===== src/rtl/cd_pkg.sv =====
// Shared types, digit moduli and the load-clamp helper for the mm:ss BCD countdown timer.
package cd_pkg;

    typedef enum logic [1:0] {
        IDLE    = 2'd0,
        RUN     = 2'd1,
        PAUSE   = 2'd2,
        EXPIRED = 2'd3
    } cd_state_t;

    typedef logic [3:0] bcd_digit_t;

    localparam int CD_SEC_ONES_MOD = 10;
    localparam int CD_SEC_TENS_MOD = 6;
    localparam int CD_MIN_ONES_MOD = 10;
    localparam int CD_MIN_TENS_MOD = 10;

    // Out-of-range load digits saturate to the largest legal value of that digit.
    function automatic bcd_digit_t clamp_digit(input bcd_digit_t d, input int modulus);
        if (int'(d) >= modulus) begin
            return bcd_digit_t'(modulus - 1);
        end
        return d;
    endfunction

endpackage


===== src/rtl/bcd_down_digit.sv =====
// One BCD down-counting digit with modulus MOD; chained through brw_in/brw_nxt.
module bcd_down_digit
    import cd_pkg::*;
#(
    parameter int MOD = 10
) (
    input  logic       clk,
    input  logic       rst_n,
    input  logic       brw_in,
    input  logic       ld,
    input  logic [3:0] ld_val,
    input  logic       clr,
    output logic [3:0] cnt,
    output logic       zero,
    output logic       brw_nxt
);

    bcd_digit_t cnt_q, cnt_d;

    always_comb begin
        cnt_d = cnt_q;
        if (clr) begin
            cnt_d = '0;
        end else if (ld) begin
            cnt_d = clamp_digit(ld_val, MOD);
        end else if (brw_in) begin
            cnt_d = (cnt_q == 4'd0) ? bcd_digit_t'(MOD - 1) : cnt_q - 4'd1;
        end
    end

    always_ff @(posedge clk or negedge rst_n) begin
        if (!rst_n) begin
            cnt_q <= '0;
        end else begin
            cnt_q <= cnt_d;
        end
    end

    assign cnt     = cnt_q;
    assign zero    = (cnt_q == 4'd0);
    assign brw_nxt = brw_in & zero;

endmodule


===== src/rtl/bcd_countdown.sv =====
// Four-digit mm:ss BCD countdown timer with IDLE/RUN/PAUSE/EXPIRED control.
// Optional CD_AUTO_RELOAD_EN: reload from a load shadow on expiry instead of alarming.
module bcd_countdown
    import cd_pkg::*;
#(
    parameter int SEC_TENS_MOD = CD_SEC_TENS_MOD,
    parameter int MIN_TENS_MOD = CD_MIN_TENS_MOD
) (
    input  logic        clk,
    input  logic        rst_n,
    input  logic        tick,
    input  logic        ld,
    input  logic [15:0] ld_val,
    input  logic        start,
    input  logic        stop,
    input  logic        clr,
    output logic [15:0] cnt,
    output logic        running,
    output logic        expired,
    output logic        alarm
);

    cd_state_t   state_q, state_d;
    logic        expired_q;
    logic        decEn, acceptLd, reachZero, reload, reloadOk;
    logic        lastSec, allZero, underflow;
    logic        digitLd, digitClr;
    logic [15:0] clampedLd, reloadVal, digitVal;
    logic [4:0]  brw;
    logic [3:0]  zero;

    assign clampedLd = {clamp_digit(ld_val[15:12], MIN_TENS_MOD),
                        clamp_digit(ld_val[11:8],  CD_MIN_ONES_MOD),
                        clamp_digit(ld_val[7:4],   SEC_TENS_MOD),
                        clamp_digit(ld_val[3:0],   CD_SEC_ONES_MOD)};

    assign decEn     = (state_q == RUN) & tick & ~clr & ~stop;
    assign lastSec   = (cnt[3:0] == 4'd1) & zero[1] & zero[2] & zero[3];
    assign allZero   = &zero;
    // A borrow out of the top digit means RUN was entered holding 00:00; treat it as expiry.
    assign underflow = brw[4];

`ifdef CD_AUTO_RELOAD_EN
    logic [15:0] shadow_q, shadow_d;

    always_comb begin
        shadow_d = shadow_q;
        if (clr) begin
            shadow_d = '0;
        end else if (acceptLd) begin
            shadow_d = clampedLd;
        end
    end

    always_ff @(posedge clk or negedge rst_n) begin
        if (!rst_n) begin
            shadow_q <= '0;
        end else begin
            shadow_q <= shadow_d;
        end
    end

    assign reloadOk  = (shadow_q != 16'h0000);
    assign reloadVal = shadow_q;
`else
    assign reloadOk  = 1'b0;
    assign reloadVal = '0;
`endif

    always_comb begin
        state_d   = state_q;
        acceptLd  = 1'b0;
        reachZero = 1'b0;
        reload    = 1'b0;
        if (clr) begin
            state_d = IDLE;
        end else begin
            case (state_q)
                IDLE: begin
                    if (ld) begin
                        acceptLd = 1'b1;
                    end else if (!stop && start && !allZero) begin
                        state_d = RUN;
                    end
                end
                RUN: begin
                    if (stop) begin
                        state_d = PAUSE;
                    end else if (decEn && (lastSec || underflow)) begin
                        reachZero = 1'b1;
                        if (reloadOk && !underflow) begin
                            reload = 1'b1;
                        end else begin
                            state_d = EXPIRED;
                        end
                    end
                end
                PAUSE: begin
                    if (ld) begin
                        acceptLd = 1'b1;
                    end else if (!stop && start) begin
                        state_d = RUN;
                    end
                end
                EXPIRED: state_d = EXPIRED;
                default: state_d = IDLE;
            endcase
        end
    end

    always_ff @(posedge clk or negedge rst_n) begin
        if (!rst_n) begin
            state_q   <= IDLE;
            expired_q <= 1'b0;
        end else begin
            state_q   <= state_d;
            expired_q <= reachZero;
        end
    end

    assign digitLd  = acceptLd | reload;
    assign digitVal = reload ? reloadVal : clampedLd;
    assign digitClr = clr | underflow;
    assign brw[0]   = decEn;

    bcd_down_digit #(.MOD(CD_SEC_ONES_MOD)) u_sec_ones (
        .clk(clk), .rst_n(rst_n), .brw_in(brw[0]), .ld(digitLd), .ld_val(digitVal[3:0]),
        .clr(digitClr), .cnt(cnt[3:0]), .zero(zero[0]), .brw_nxt(brw[1])
    );

    bcd_down_digit #(.MOD(SEC_TENS_MOD)) u_sec_tens (
        .clk(clk), .rst_n(rst_n), .brw_in(brw[1]), .ld(digitLd), .ld_val(digitVal[7:4]),
        .clr(digitClr), .cnt(cnt[7:4]), .zero(zero[1]), .brw_nxt(brw[2])
    );

    bcd_down_digit #(.MOD(CD_MIN_ONES_MOD)) u_min_ones (
        .clk(clk), .rst_n(rst_n), .brw_in(brw[2]), .ld(digitLd), .ld_val(digitVal[11:8]),
        .clr(digitClr), .cnt(cnt[11:8]), .zero(zero[2]), .brw_nxt(brw[3])
    );

    bcd_down_digit #(.MOD(MIN_TENS_MOD)) u_min_tens (
        .clk(clk), .rst_n(rst_n), .brw_in(brw[3]), .ld(digitLd), .ld_val(digitVal[15:12]),
        .clr(digitClr), .cnt(cnt[15:12]), .zero(zero[3]), .brw_nxt(brw[4])
    );

    assign running = (state_q == RUN);
    assign alarm   = (state_q == EXPIRED);
    assign expired = expired_q;

endmodule


===== config.mk =====
export PLATFORM = sky130hd
export DESIGN_NAME = bcd_countdown
export DESIGN_NICKNAME = d
export VERILOG_FILES = /design/src/rtl/cd_pkg.sv /design/src/rtl/bcd_down_digit.sv /design/src/rtl/bcd_countdown.sv
export SDC_FILE = /design/constraint.sdc
export NUM_CORES = 1
export LEC_CHECK = 0
export ABC_CLOCK_PERIOD_IN_PS = 2800
export BUFFER_PORTS_ARGS = -buffer_cell sky130_fd_sc_hd__clkbuf_2
export CORE_UTILIZATION = 35
export CTS_CLUSTER_DIAMETER = 40
export DETAILED_ROUTE_END_ITERATION = 10
export PLACE_DENSITY_LB_ADDON = 0.3
export RECOVER_POWER = 50
export SLEW_MARGIN = 20
export SYNTH_ARGS = -nofsm -noshare
export SYNTH_HDL_FRONTEND = slang
export SYNTH_SLANG_ARGS = --single-unit

===== constraint.sdc =====
create_clock -name clk -period 2.8 [get_ports clk]
set_input_delay 0.42 -clock clk [delete_from_list [all_inputs] [get_ports clk]]
set_output_delay 0.42 -clock clk [all_outputs]
set_load 0.02 [all_outputs]

-- Yosys cells after proc, flatten, opt, wreduce, memory -nomap -nowiden
Index checks and enable logic that the tools add are counted.
W data, S select, Z words.
- input bits: 23
- output and inout bits: 19
- bits in registers: 19
- logic and storage cells: 121
- bitwise gates (word level): 13
- reduce and logical (&&, ||, !) cells: 18
- order comparisons: 8
- muxes and demuxes: 63
- $add $sub $neg: 4
- equal/unequal tests: 9
- operator list (kind ; count):
    $mux W4 ; 32
    $ge A4 B4 Y1 const B ; 6
    $mux W1 ; 23
    $logic_not A4 Y1 ; 4
    $sub A4 B1 Y4 const B ; 4
    $mux W2 ; 7
    $ne A3 B3 Y1 const B ; 4
    $reduce_bool A3 Y1 ; 4
    $and A1 B1 Y1 ; 10
    $ge A4 B3 Y1 const B ; 2
    $pmux W2 S4 ; 1
    $reduce_and A5 Y1 ; 1
    $eq A2 B2 Y1 const B ; 2
    $eq A4 B1 Y1 const B ; 1
    $ne A4 B3 Y1 const B ; 1
    $reduce_and A4 Y1 ; 1
    $logic_and A1 B1 Y1 ; 3
    $eq A2 B1 Y1 const B ; 1
    $logic_not A1 Y1 ; 2
    $logic_not A2 Y1 ; 1
    $not A1 Y1 ; 2
    $reduce_or A2 Y1 ; 1
    $logic_or A1 B1 Y1 ; 1
    $or A1 B1 Y1 ; 1

-- Longest topological paths before layout
- depth in word-level cells: 14
- mapped depth: 8
- depth with buffers taken out: 7

-- Hierarchy
Synthesis repeated with hierarchy kept, for this count alone.
- cells, all modules: 183
- area total of the unflattened synthesis: 1597.8 sq um
- by module, submodules not included (module ; area each (sq um) ; cells each ; seq. area each (sq um) ; instances):
    bcd_down_digit at u_min_ones ... ; 332.8 ; 37 ; 100.1 ; 3
    bcd_countdown ; 316.6 ; 42 ; 75.1 ; 1
    bcd_down_digit at u_sec_tens ; 282.8 ; 30 ; 100.1 ; 1

-- Worst setup path before layout
No wires, ideal clock.
- path type: reg-to-reg
- start point: register u_sec_ones.cnt_q[0] (netlist: u_sec_ones.cnt[0])
- end point: register u_min_ones.cnt_q[0] (netlist: u_min_ones.cnt[0])
- clock period less this slack: 1987 ps
- library setup time: 111 ps
- path buffers: 1
- data arrival time: 1876 ps
- setup slack: 813 ps
- cell stages (with the launch flop): 9
- data required time: 2689 ps
- cell sequence: dfrtp_1 > inv_1 > ha_1 > nor3b_2 > and3_1 > buf_6 > a21oi_4 > nor4_2 > a2111oi_2
- word-level cells in the longest chain between the ends: 7
- elaborated cells between the ends (all ways): 8
- classes of those cells: mux (1); bitwise (5); reduce/logical (2)
- RTL lines (item ; line ; source):
    start, declared ; bcd_down_digit.sv:18 ; bcd_digit_t cnt_q, cnt_d;
    start signal, assigned ; bcd_down_digit.sv:35 ; cnt_q <= cnt_d;
    $logic_not A4 Y1 (*) ; bcd_down_digit.sv:40 ; assign zero = (cnt_q == 4'd0);
    $and A1 B1 Y1 (*) (2 in a row) ; bcd_down_digit.sv:41 ; assign brw_nxt = brw_in & zero;
    $and A1 B1 Y1 (2 in a row) ; bcd_down_digit.sv:41 ;
    $or A1 B1 Y1 ; bcd_countdown.sv:123 ; assign digitClr = clr | underflow;
    $reduce_bool A3 Y1 (no line) or $mux W4 (tied branches) ; -- ;
    end signal, assigned ; bcd_down_digit.sv:35 ;
    end, declared ; bcd_down_digit.sv:18 ;
Every way passes the cells marked *; elsewhere a longest branch is shown, timed or not.
A chain may end at the register's enable or synchronous reset.

-- Worst setup path after layout
- start point: register u_sec_ones.cnt_q[0] (netlist: u_sec_ones.cnt[0])
- end point: register u_min_tens.cnt_q[2] (netlist: u_min_tens.cnt[2])
- word-level cells in the longest chain between the ends: 7
- elaborated cells between the ends (all ways): 8
- classes of those cells: mux (1); bitwise (5); reduce/logical (2)
- RTL lines (item ; line):
    $logic_not A4 Y1 (*) ; bcd_down_digit.sv:40
    $and A1 B1 Y1 (*) (3 in a row) ; bcd_down_digit.sv:41
    $and A1 B1 Y1 ; bcd_down_digit.sv:41
    $or A1 B1 Y1 ; bcd_countdown.sv:123
    $reduce_bool A3 Y1 (no line) or $mux W4 (tied branches) ; --
    end signal, assigned ; bcd_down_digit.sv:35
    end, declared ; bcd_down_digit.sv:18
Marked as above.

==> key figures <==
Run status
  – Outcome: complete, no violations

Worst setup path
  – Worst path max stage delay: 0.44 ns
  – Maximum net fanout on the critical path: 7
  – Critical path required time: 2.98 ns
  – Worst Path Class, Setup: flip-flop to flip-flop
  – CP Capture Type: flip-flop
  – CP max stage cell: dfrtp_1
  – Startpoint Class: flip-flop
  – Critical Path AT: 2.34 ns
  – Worst path cell trace: inv_1 > ha_1 > nor3b_2 > and3_1 > and4bb_4 > a22oi_1 > a211oi_1

STA
  – F_max: 0.462 GHz
  – Worst slew margin: 31.3%
  – Final setup violation count: 0
  – Final Hold Slack: 0.312 ns
  – Final hold viol count: 0
  – Final Cycle Share: 77.3%
  – Period minus WS final: 2.16 ns
  – RSZ-0062 raised after global routing: no
  – Worst slew pin tran: 1.03 ns
  – Clock skew: 0.00668 ns
  – Fin. max-slew vios: 0
  – Setup TNS: 0 ns

Cells and area
  – Reg area: 475 µm²
  – Most common cell after layout, fill and taps aside: clkbuf_2
  – Final core occ: 44.1%
  – Layout net count: 217
  – Ratio of cells with drive above 1 in the final layout: 28.0%
  – Fill count: 378
  – Ant diodes: 0
  – Commonest cells after routing, fill and taps aside: clkbuf_2 (31), dfrtp_1 (19), nor2_1 (17), inv_1 (13), nand2_1 (11)
  – Area of the multi-input gates: 796 µm²
  – Syn-to-layout area delta: 19.9%

Clock network
  – CTS Buffer Depth: 2
  – Clock sink count: 19
  – CTS H-Tree Depth: 1
  – CTS tree: yes
  – Post-CTS setup buffer count: 0
  – Clock transition at path regs: 0.08 ns
  – Post-CTS sizing: 0
  – Root Buffer: clkbuf_8
  – Num CTS Buffers: 3
  – Worst skew pair latency: 0.26 ns
  – Hold buffers post-CTS: 0

Placement
  – Hpwl dp: 2.46 mm
  – IO Port Bufs: 41
  – Placer Congestion: 0.761

Run
  – Max cap viols: 0

Global route
  – Total grt overflow: 0
  – Total GRT Usage: 15.8%
  – Vias in the first global route: 1146
  – Global-route wire length before repair: 5.04 mm
  – Largest net degree at the start of global routing: 20
  – Initial antenna violation count: 0

Synthesis
  – Avg Synthesized Cell Area: 9.10 µm²
  – FFs w/ async S/R, synth: 100%
  – Top_reg_cell synth: dfrtp_1
  – Post-synth EDFFs: 0
  – Count of cell types in the netlist: 49
  – Syn Inst Count: 149
  – YS warnings: 0
  – Cell Area, Synth: 0.00136 mm²
  – Sequential area share after synthesis: 35.1%
  – Syn nets: 176
  – Yosys reg bits: 19

Floorplanning
  – # IOs: 42
  – Core area: 0.00369 mm²
  – Die ar.: 0.00413 mm²
  – Die Ht: 64.3 µm
  – DIE WIDTH: 64.3 µm
  – Starting Density: 36.8%
  – Row count: 22

Pwr
  – Pwr Density: 437 mW/mm²
  – Leak: 0.701 nW
  – VDD IR-drop max: 0.000138 V

Detailed routing
  – DRT antenna net count: 0
  – Drt total wl: 3.21 mm
  – WL/cell: 13.5 µm
  – Vias per cell: 5.33
  – Vias post-DR: 1264
  – First drt pass iteration count: 4
  – DR iter-0 viols: 79
  – Post-route DRC: 0

Min path
  – Min-delay worst type: input port to async pin
## where the power goes
group          total (W)  internal (W)  switching (W)
registers       0.000313      0.000290      0.0000228
clock network   0.000194     0.0000991      0.0000948
logic           0.000204     0.0000804       0.000123
## path summary, 6_finish.rpt
check / startpoint / endpoint / slack (ns) / cells after the start
setup / recovery: u_sec_ones.cnt[0] / u_min_tens.cnt[2] / 0.64 / 7
hold / removal: rst_n / u_min_ones.cnt[0] / 0.31 / 1
setup reg to reg: u_sec_ones.cnt[0] / u_min_tens.cnt[2] / 0.64 / 7
hold reg to reg: u_sec_tens.cnt[1] / u_sec_tens.cnt[1] / 0.54 / 2
max in group asynchronous: rst_n / u_min_tens.cnt[3] / 1.86 / 1
min in group clk: clr / state_q[1] / 0.41 / 2
## critical path, delay by kind of cell, from the launching register on
| family | cells | cell delay (ns) |
|---|---|---|
| compound gates | 2 | 0.32 |
| buf+inv | 1 | 0.08 |
| flops | 1 | 0.44 |
| fa+ha+maj | 1 | 0.20 |
| simple gates | 3 | 1.03 |
## through the flow
step	power, W	instances	worst slack (ns)	area, µm²
2_1_floorplan	0.000454	149	0.813	1360
3_3_place_gp	0.000523	233	0.627	1590
3_5_place_dp	0.000524	233	0.652	1590
4_1_cts	0.000718	237	0.648	1640
5_1_grt	0.000750	237	0.492	1630
6_report	0.000710	237	0.635	1630
## logic make-up (layout without fill, tap and decap cells)
kind of cell	count (synthesis)	in the layout	share of synthesized area, %
adders and majority gates	4	4	3.69
xor gates and xnor gates	3	3	1.94
and+or+nand+nor	62	62	28.4
buffers and inverters	19	59	6.27
muxes	5	5	3.78
DFF	19	19	35.1
AOI/OAI and AO/OA	37	37	20.9
## cell usage after synthesis (2+ instances only)
| master | n | share of area, % |
|---|---|---|
| nand2_1 | 11 | 3.0 |
| buf_2 | 2 | 0.74 |
| nor3b_4 | 2 | 2.8 |
| nand4_1 | 3 | 1.4 |
| o21ai_0 | 4 | 1.5 |
| a31oi_1 | 3 | 1.4 |
| clkbuf_1 | 2 | 0.55 |
| mux2i_1 | 4 | 3.0 |
| nand3_1 | 6 | 2.2 |
| o211ai_1 | 3 | 1.7 |
| a2111oi_2 | 2 | 2.2 |
| xnor2_1 | 2 | 1.3 |
| inv_1 | 13 | 3.6 |
| a21oi_1 | 8 | 3.0 |
| nor4_2 | 2 | 1.8 |
| ha_1 | 4 | 3.7 |
| nor3_1 | 7 | 2.6 |
| dfrtp_1 | 19 | 35 |
| nor2_1 | 17 | 4.7 |
| a211oi_1 | 5 | 2.8 |
| and3_1 | 2 | 0.92 |
## layout make-up
type,instances,share of cell area (%)
repair buffers,42,12.3
flip-flops and latches,19,29.2
well taps,48,3.69
clock buffers,3,2.54
multi-input cells,111,48.9
clock inverters,1,0.308
inverters,13,3.00
## registers in the layout, summed over array words and instances (netlist names)
register        cells
u_min_ones.cnt      4
u_min_tens.cnt      4
u_sec_ones.cnt      4
u_sec_tens.cnt      4
state_q             2
expired             1
## routing by layer
metal	global-route usage (%)	vias to the layer above	routed length, µm
met5	0	-	0
met4	6.94	0	25
met3	2.14	4	171
met2	25.7	47	1500
met1	20.8	586	1510
li1	-	627	-
Note: power is estimated with default switching activity, not from simulation.
